===== src/rtl/instruction_queue.sv =====
// instruction_queue: DEPTH-entry first-in-first-out instruction buffer between
// instruction memory and the control unit. Words load at the tail. The head
// entry is always presented, split into opcode and operand fields. Flush
// discards all entries, and a sticky flag records any dropped load.
//
// Ports:
//   clk    - single clock, all state updates on rising edge
//   rst    - asynchronous active-low reset, clears all state immediately
//   ldir   - load request: push data at the tail
//   data   - instruction word to load
//   rdir   - consume request: pop the head entry
//   flush  - discard all entries (highest priority)
//   opcode - top OPCODE_W bits of the head word, 0 when empty
//   irout  - remaining low bits of the head word, 0 when empty
//   valid  - queue non-empty, head fields meaningful
//   full   - count == DEPTH
//   count  - number of occupied entries
//   ovf    - sticky: a load was dropped because the queue was full
module instruction_queue #(
   parameter int unsigned INSTR_W  = 32,
   parameter int unsigned OPCODE_W = 4,
   parameter int unsigned DEPTH    = 4
) (
   input  logic                          clk,
   input  logic                          rst,
   input  logic                          ldir,
   input  logic [INSTR_W-1:0]            data,
   input  logic                          rdir,
   input  logic                          flush,
   output logic [OPCODE_W-1:0]           opcode,
   output logic [INSTR_W-OPCODE_W-1:0]   irout,
   output logic                          valid,
   output logic                          full,
   output logic [$clog2(DEPTH+1)-1:0]    count,
   output logic                          ovf
);

   localparam int unsigned PTR_W  = $clog2(DEPTH);
   localparam int unsigned CNT_W  = $clog2(DEPTH + 1);
   localparam int unsigned OPND_W = INSTR_W - OPCODE_W;

   // Elaboration-time parameter sanity checks.
   if (OPCODE_W >= INSTR_W) begin : g_bad_opcode_w
      $error("instruction_queue: OPCODE_W must be smaller than INSTR_W");
   end
   if ((DEPTH < 2) || ((DEPTH & (DEPTH - 1)) != 0)) begin : g_bad_depth
      $error("instruction_queue: DEPTH must be a power of two and >= 2");
   end

   // Storage and control state.
   logic [INSTR_W-1:0] mem_q [DEPTH];
   logic [INSTR_W-1:0] mem_d [DEPTH];
   logic [PTR_W-1:0]   wp_q, wp_d;
   logic [PTR_W-1:0]   rp_q, rp_d;
   logic [CNT_W-1:0]   count_q, count_d;
   logic               valid_q, valid_d;
   logic               full_q, full_d;
   logic               ovf_q, ovf_d;

   // Handshake qualification.
   logic               pop_ok;
   logic               push_ok;
   logic               drop;
   logic [INSTR_W-1:0] head;

   // Flush masks both requests. A pop frees a slot in the same cycle, so a
   // full queue can still accept a load alongside it.
   always_comb begin
      pop_ok  = rdir && valid_q && !flush;
      push_ok = ldir && (!full_q || pop_ok) && !flush;
      drop    = ldir && full_q && !pop_ok && !flush;
   end

   // Pointer, occupancy and overflow next-state.
   always_comb begin
      wp_d    = wp_q;
      rp_d    = rp_q;
      count_d = count_q;
      ovf_d   = ovf_q;
      if (flush) begin
         wp_d    = '0;
         rp_d    = '0;
         count_d = '0;
         ovf_d   = 1'b0;
      end else begin
         if (push_ok) begin
            wp_d = wp_q + PTR_W'(1);
         end
         if (pop_ok) begin
            rp_d = rp_q + PTR_W'(1);
         end
         if (push_ok && !pop_ok) begin
            count_d = count_q + CNT_W'(1);
         end else if (pop_ok && !push_ok) begin
            count_d = count_q - CNT_W'(1);
         end
         if (drop) begin
            ovf_d = 1'b1;
         end
      end
      // Status flags are registered alongside count so they track post-edge state.
      valid_d = (count_d != '0);
      full_d  = (count_d == CNT_W'(DEPTH));
   end

   // Array write at the tail.
   always_comb begin
      mem_d = mem_q;
      if (push_ok) begin
         mem_d[wp_q] = data;
      end
   end

   // Control state register.
   always_ff @(posedge clk or negedge rst) begin
      if (!rst) begin
         wp_q    <= '0;
         rp_q    <= '0;
         count_q <= '0;
         valid_q <= 1'b0;
         full_q  <= 1'b0;
         ovf_q   <= 1'b0;
      end else begin
         wp_q    <= wp_d;
         rp_q    <= rp_d;
         count_q <= count_d;
         valid_q <= valid_d;
         full_q  <= full_d;
         ovf_q   <= ovf_d;
      end
   end

   // Array contents are not reset; unoccupied entries are never presented.
   always_ff @(posedge clk) begin
      mem_q <= mem_d;
   end

   // First-word-fall-through head presentation, zero-masked while empty.
   always_comb begin
      head   = mem_q[rp_q];
      opcode = '0;
      irout  = '0;
      if (valid_q) begin
         opcode = head[INSTR_W-1 -: OPCODE_W];
         irout  = head[OPND_W-1:0];
      end
   end

   assign valid = valid_q;
   assign full  = full_q;
   assign count = count_q;
   assign ovf   = ovf_q;

endmodule


===== config.mk =====
export PLATFORM = sky130hd
export DESIGN_NAME = instruction_queue
export DESIGN_NICKNAME = d
export VERILOG_FILES = /design/src/rtl/instruction_queue.sv
export SDC_FILE = /design/constraint.sdc
export NUM_CORES = 1
export LEC_CHECK = 0
export ABC_AREA = 1
export CORE_UTILIZATION = 40
export DETAILED_ROUTE_END_ITERATION = 8
export MAX_ROUTING_LAYER = met4
export PLACE_DENSITY = 0.6
export RECOVER_POWER = 25
export SLEW_MARGIN = 30
export SYNTH_ARGS = -nofsm -noshare
export SYNTH_HDL_FRONTEND = slang
export SYNTH_SLANG_ARGS = --single-unit

===== constraint.sdc =====
create_clock -name clk -period 5.5 [get_ports clk]
set_input_delay 0.55 -clock clk [delete_from_list [all_inputs] [get_ports clk]]
set_output_delay 0.55 -clock clk [all_outputs]
set_load 0.02 [all_outputs]

==> summary.txt <==
Worst hold path
  – Hold EP: ovf
  – Hold Path Origin: ovf
  – Worst hold path type: reg2reg
  – Hold path depth: 2

Setup path
  – RR Startpoint: valid
  – Critical path startpoint category: flip-flop
  – Crit path max-delay family: buffers and inverters
  – Slowest-stage cell, CP: dfrtp_2
  – Worst EP arrival: 2.94 ns
  – R2R Setup Slk: between 3 and 4 ns
  – Worst Reg-to-Reg Cells: 7
  – CP Class: reg2out
  – Setup crit end kind: output pin
  – CP cell instances: inv_2 -> nor2_1 -> o21ai_1 -> a21oi_1 -> clkdlybuf4s50_1
  – Critical path buffers and inverters: 2
  – Slowest stage delay, CP: 0.85 ns
  – Crit-path max FO: 35
  – CP Data Required Time: 4.95 ns
  – Reg2Reg Capture Point: mem_q[110]

Timing
  – Peak Freq: approximately 0.29 GHz
  – Setup_tns: 0 ns
  – Min Tclk post-route: 3.49 ns
  – RSZ-0062 raised after global routing: no
  – Fin. max-slew vios: 0
  – Endpoints failing setup: 0
  – Max transition margin: 49.8%
  – Fin crit share: 63.4%
  – Slew @ Worst Pin: 0.753 ns
  – Hold slack: 0.511 ns
  – Clock skew: between 0.009 and 0.01 ns
  – Hold Vio Cnt, Final: 0

Global route
  – Congestion Overflow GR: 0
  – First-pass GRT wire length: 18.6 mm
  – Initial antenna violation count: 0
  – Vias in the first global route: 3588
  – Pin count of the biggest net entering global routing: 66
  – Total track usage: between 10% and 20%

Synthesis
  – Top post-synthesis cells by area: edfxtp_1 69%, nor2_1 9.2%, dfrtp_1 4.5%
  – Most frequent cells after synthesis: 136 x nor2_1, 128 x edfxtp_1, 34 x a21oi_1, 34 x o21ai_1, 33 x o21ai_0
  – Ys Warns: 0
  – Number of synthesized flops with an enable pin: 128
  – Most frequent cell after synthesis: nor2_1
  – Async set-reset flop share out of synthesis: 7.25%
  – Ys flop type: edfxtp_1
  – Synth Instances: 456
  – Synthesized flop and latch total: 138
  – Syn Std Cell Area: ~5600 um^2
  – Unique masters post-synth: 22
  – Register area share after synthesis: 73.6%
  – Most area-hungry cell type in the Yosys netlist: edfxtp_1
  – Area fraction of the dominant cell type after synthesis: between 60% and 70%
  – Syn Nets: 499
  – Avg Inst Size Synth: approximately 12 um^2

Layout
  – Fin area: 7110 um^2
  – P&R area growth vs syn: 27.7%
  – Nets: 575
  – Final core occ: 53.0%
  – Diode count: 0
  – Share of post-route cells with drive strength above 1: 8.10%

Die
  – CORE AREA: 13400 um^2
  – Cell row count: 42
  – Starting Density: 41.5%
  – Die span in x: between 100 and 150 um
  – Die H: 120 um
  – # IOs: 75
  – Die area: between 10000 and 15000 um^2

Route
  – Antenna viol nets, final: 0
  – DRT iter0 DRCs: 202
  – Average routed wire per standard cell: 15.8 um
  – Vias after detailed routing: between 3000 and 4000
  – Routed WL: 11.4 mm
  – Vias/cell: between 4 and 5
  – Pre-antenna DRT Iters: 4
  – # DRC: 0

Clock tree
  – Clock tree from TritonCTS: done
  – H-tree Lvls: 4
  – Root Buffer: clkbuf_16
  – Clock latency on the worst-skew pair: around 0.41 ns
  – Post-CTS Resized: 0
  – # hold bufs at CTS: 0
  – Clock sink count: 138
  – CTS max path bufs: 2
  – Cts bufs inserted: 17
  – Clk slew on worst S/H paths: 0.05 ns
  – Setup Buffers After CTS: 0

Power and ir drop
  – Leakage: 2.51 nW
  – Final Power: 2.71 mW
  – Max VDD drop: just over 0.2 mV
  – P_int: 2.03 mW
  – Switch Pwr: 0.686 mW
  – Power Density: approximately 380 nW/um^2
  – Clock share of power: 38.6%
  – Comb power frac: between 10% and 20%
  – Sw Ratio: 25.3%
  – Share of total power in sequential cells: 44.6%

Placed design
  – Dpl cell area: between 6000 and 7000 um^2
  – PortBufs: 74
  – DP Wirelength: 6.70 mm
  – Routability cong.: 0.740

Flow run
  – Max-cap viol count: 0

Status
  – Status: finished clean
==> metrics by stage <==
stage,std cells,setup slack (ns)
floorplan,456,2.67
global placement,684,2.08
detailed placement,689,2.40
CTS,719,1.96
global route,719,1.76
finish,719,2.01
==> state kept, by name, indices dropped and copies added (netlist names) <==
signal	cells
rp_q	2
wp_q	2
ovf	1
mem_q	128
valid	1
full	1
count	3
==> power by group through the flow <==
stage | logic, mW | clock network (mW) | registers, mW
after floorplan | 0.252 | 0 | 1.23
after global routing | 0.501 | 1.11 | 1.21
after global placement | 0.450 | 0 | 1.23
after CTS | 0.466 | 1.06 | 1.21
after detailed placement | 0.463 | 0 | 1.23
final | 0.455 | 1.05 | 1.21
==> worst reg2reg max path: stages (launching register included) <==
cell and delay, ns:
dfrtp_1 0.37, nand2_2 0.10, inv_1 0.14, nand2_1 0.09, nand2_1 0.08, nand3_1 0.33
nor2_4 0.64, buf_16 0.24
==> cell usage in the layout, fill, tap and decap left out, drive strengths merged <==
| master | instances |
|---|---|
| clkinvlp | 1 |
| o21ai | 67 |
| a31oi | 2 |
| dlygate4sd3 | 19 |
| nor3 | 1 |
| nand3 | 9 |
| a21oi | 34 |
| nand2 | 13 |
| nor2 | 136 |
| clkdlybuf4s50 | 55 |
| edfxtp | 128 |
| clkbuf | 20 |
| dfrtp | 10 |
| bufinv | 2 |
| inv | 23 |
| nand4 | 1 |
| xnor2 | 2 |
| buf | 7 |
| clkinv | 7 |
| ha | 6 |
==> final cells by class <==
cell class              instances  area [um^2]
flip-flops and latches        138         4100
clock inverters                10          104
repair buffers                 81          881
fillers                      1152         6290
clock buffers                  20          437
multi-input cells             271         1280
inverters                      23         88.8
well taps                     176          220
==> cells by family after synthesis <==
family          share of synthesized area, %
fa+ha+maj                               1.35
compound gates                          9.31
buf+inv                                 3.96
xor+xnor                               0.315
flops                                   73.6
simple gates                            11.5
==> worst max path at each step <==
stage,from,endpoint,cells after the start
6_report,rp_q[1],opcode[0],5
5_1_grt,rp_q[1],irout[24],5
4_1_cts,rp_q[1],irout[2],5
3_5_place_dp,rp_q[1],irout[2],5
3_3_place_gp,rp_q[1],irout[24],5
2_1_floorplan,rdir,mem_q[0],6
==> metal layers <==
metal  up-vias  wire length [um]  track usage, %
li1       1739                 -               -
met5         -                 0               -
met1      1725              5150            22.5
met4         0               175            6.80
met2        89              5520            27.3
met3        14               511            4.52
No activity file was read; power rests on OpenSTA's default activity.
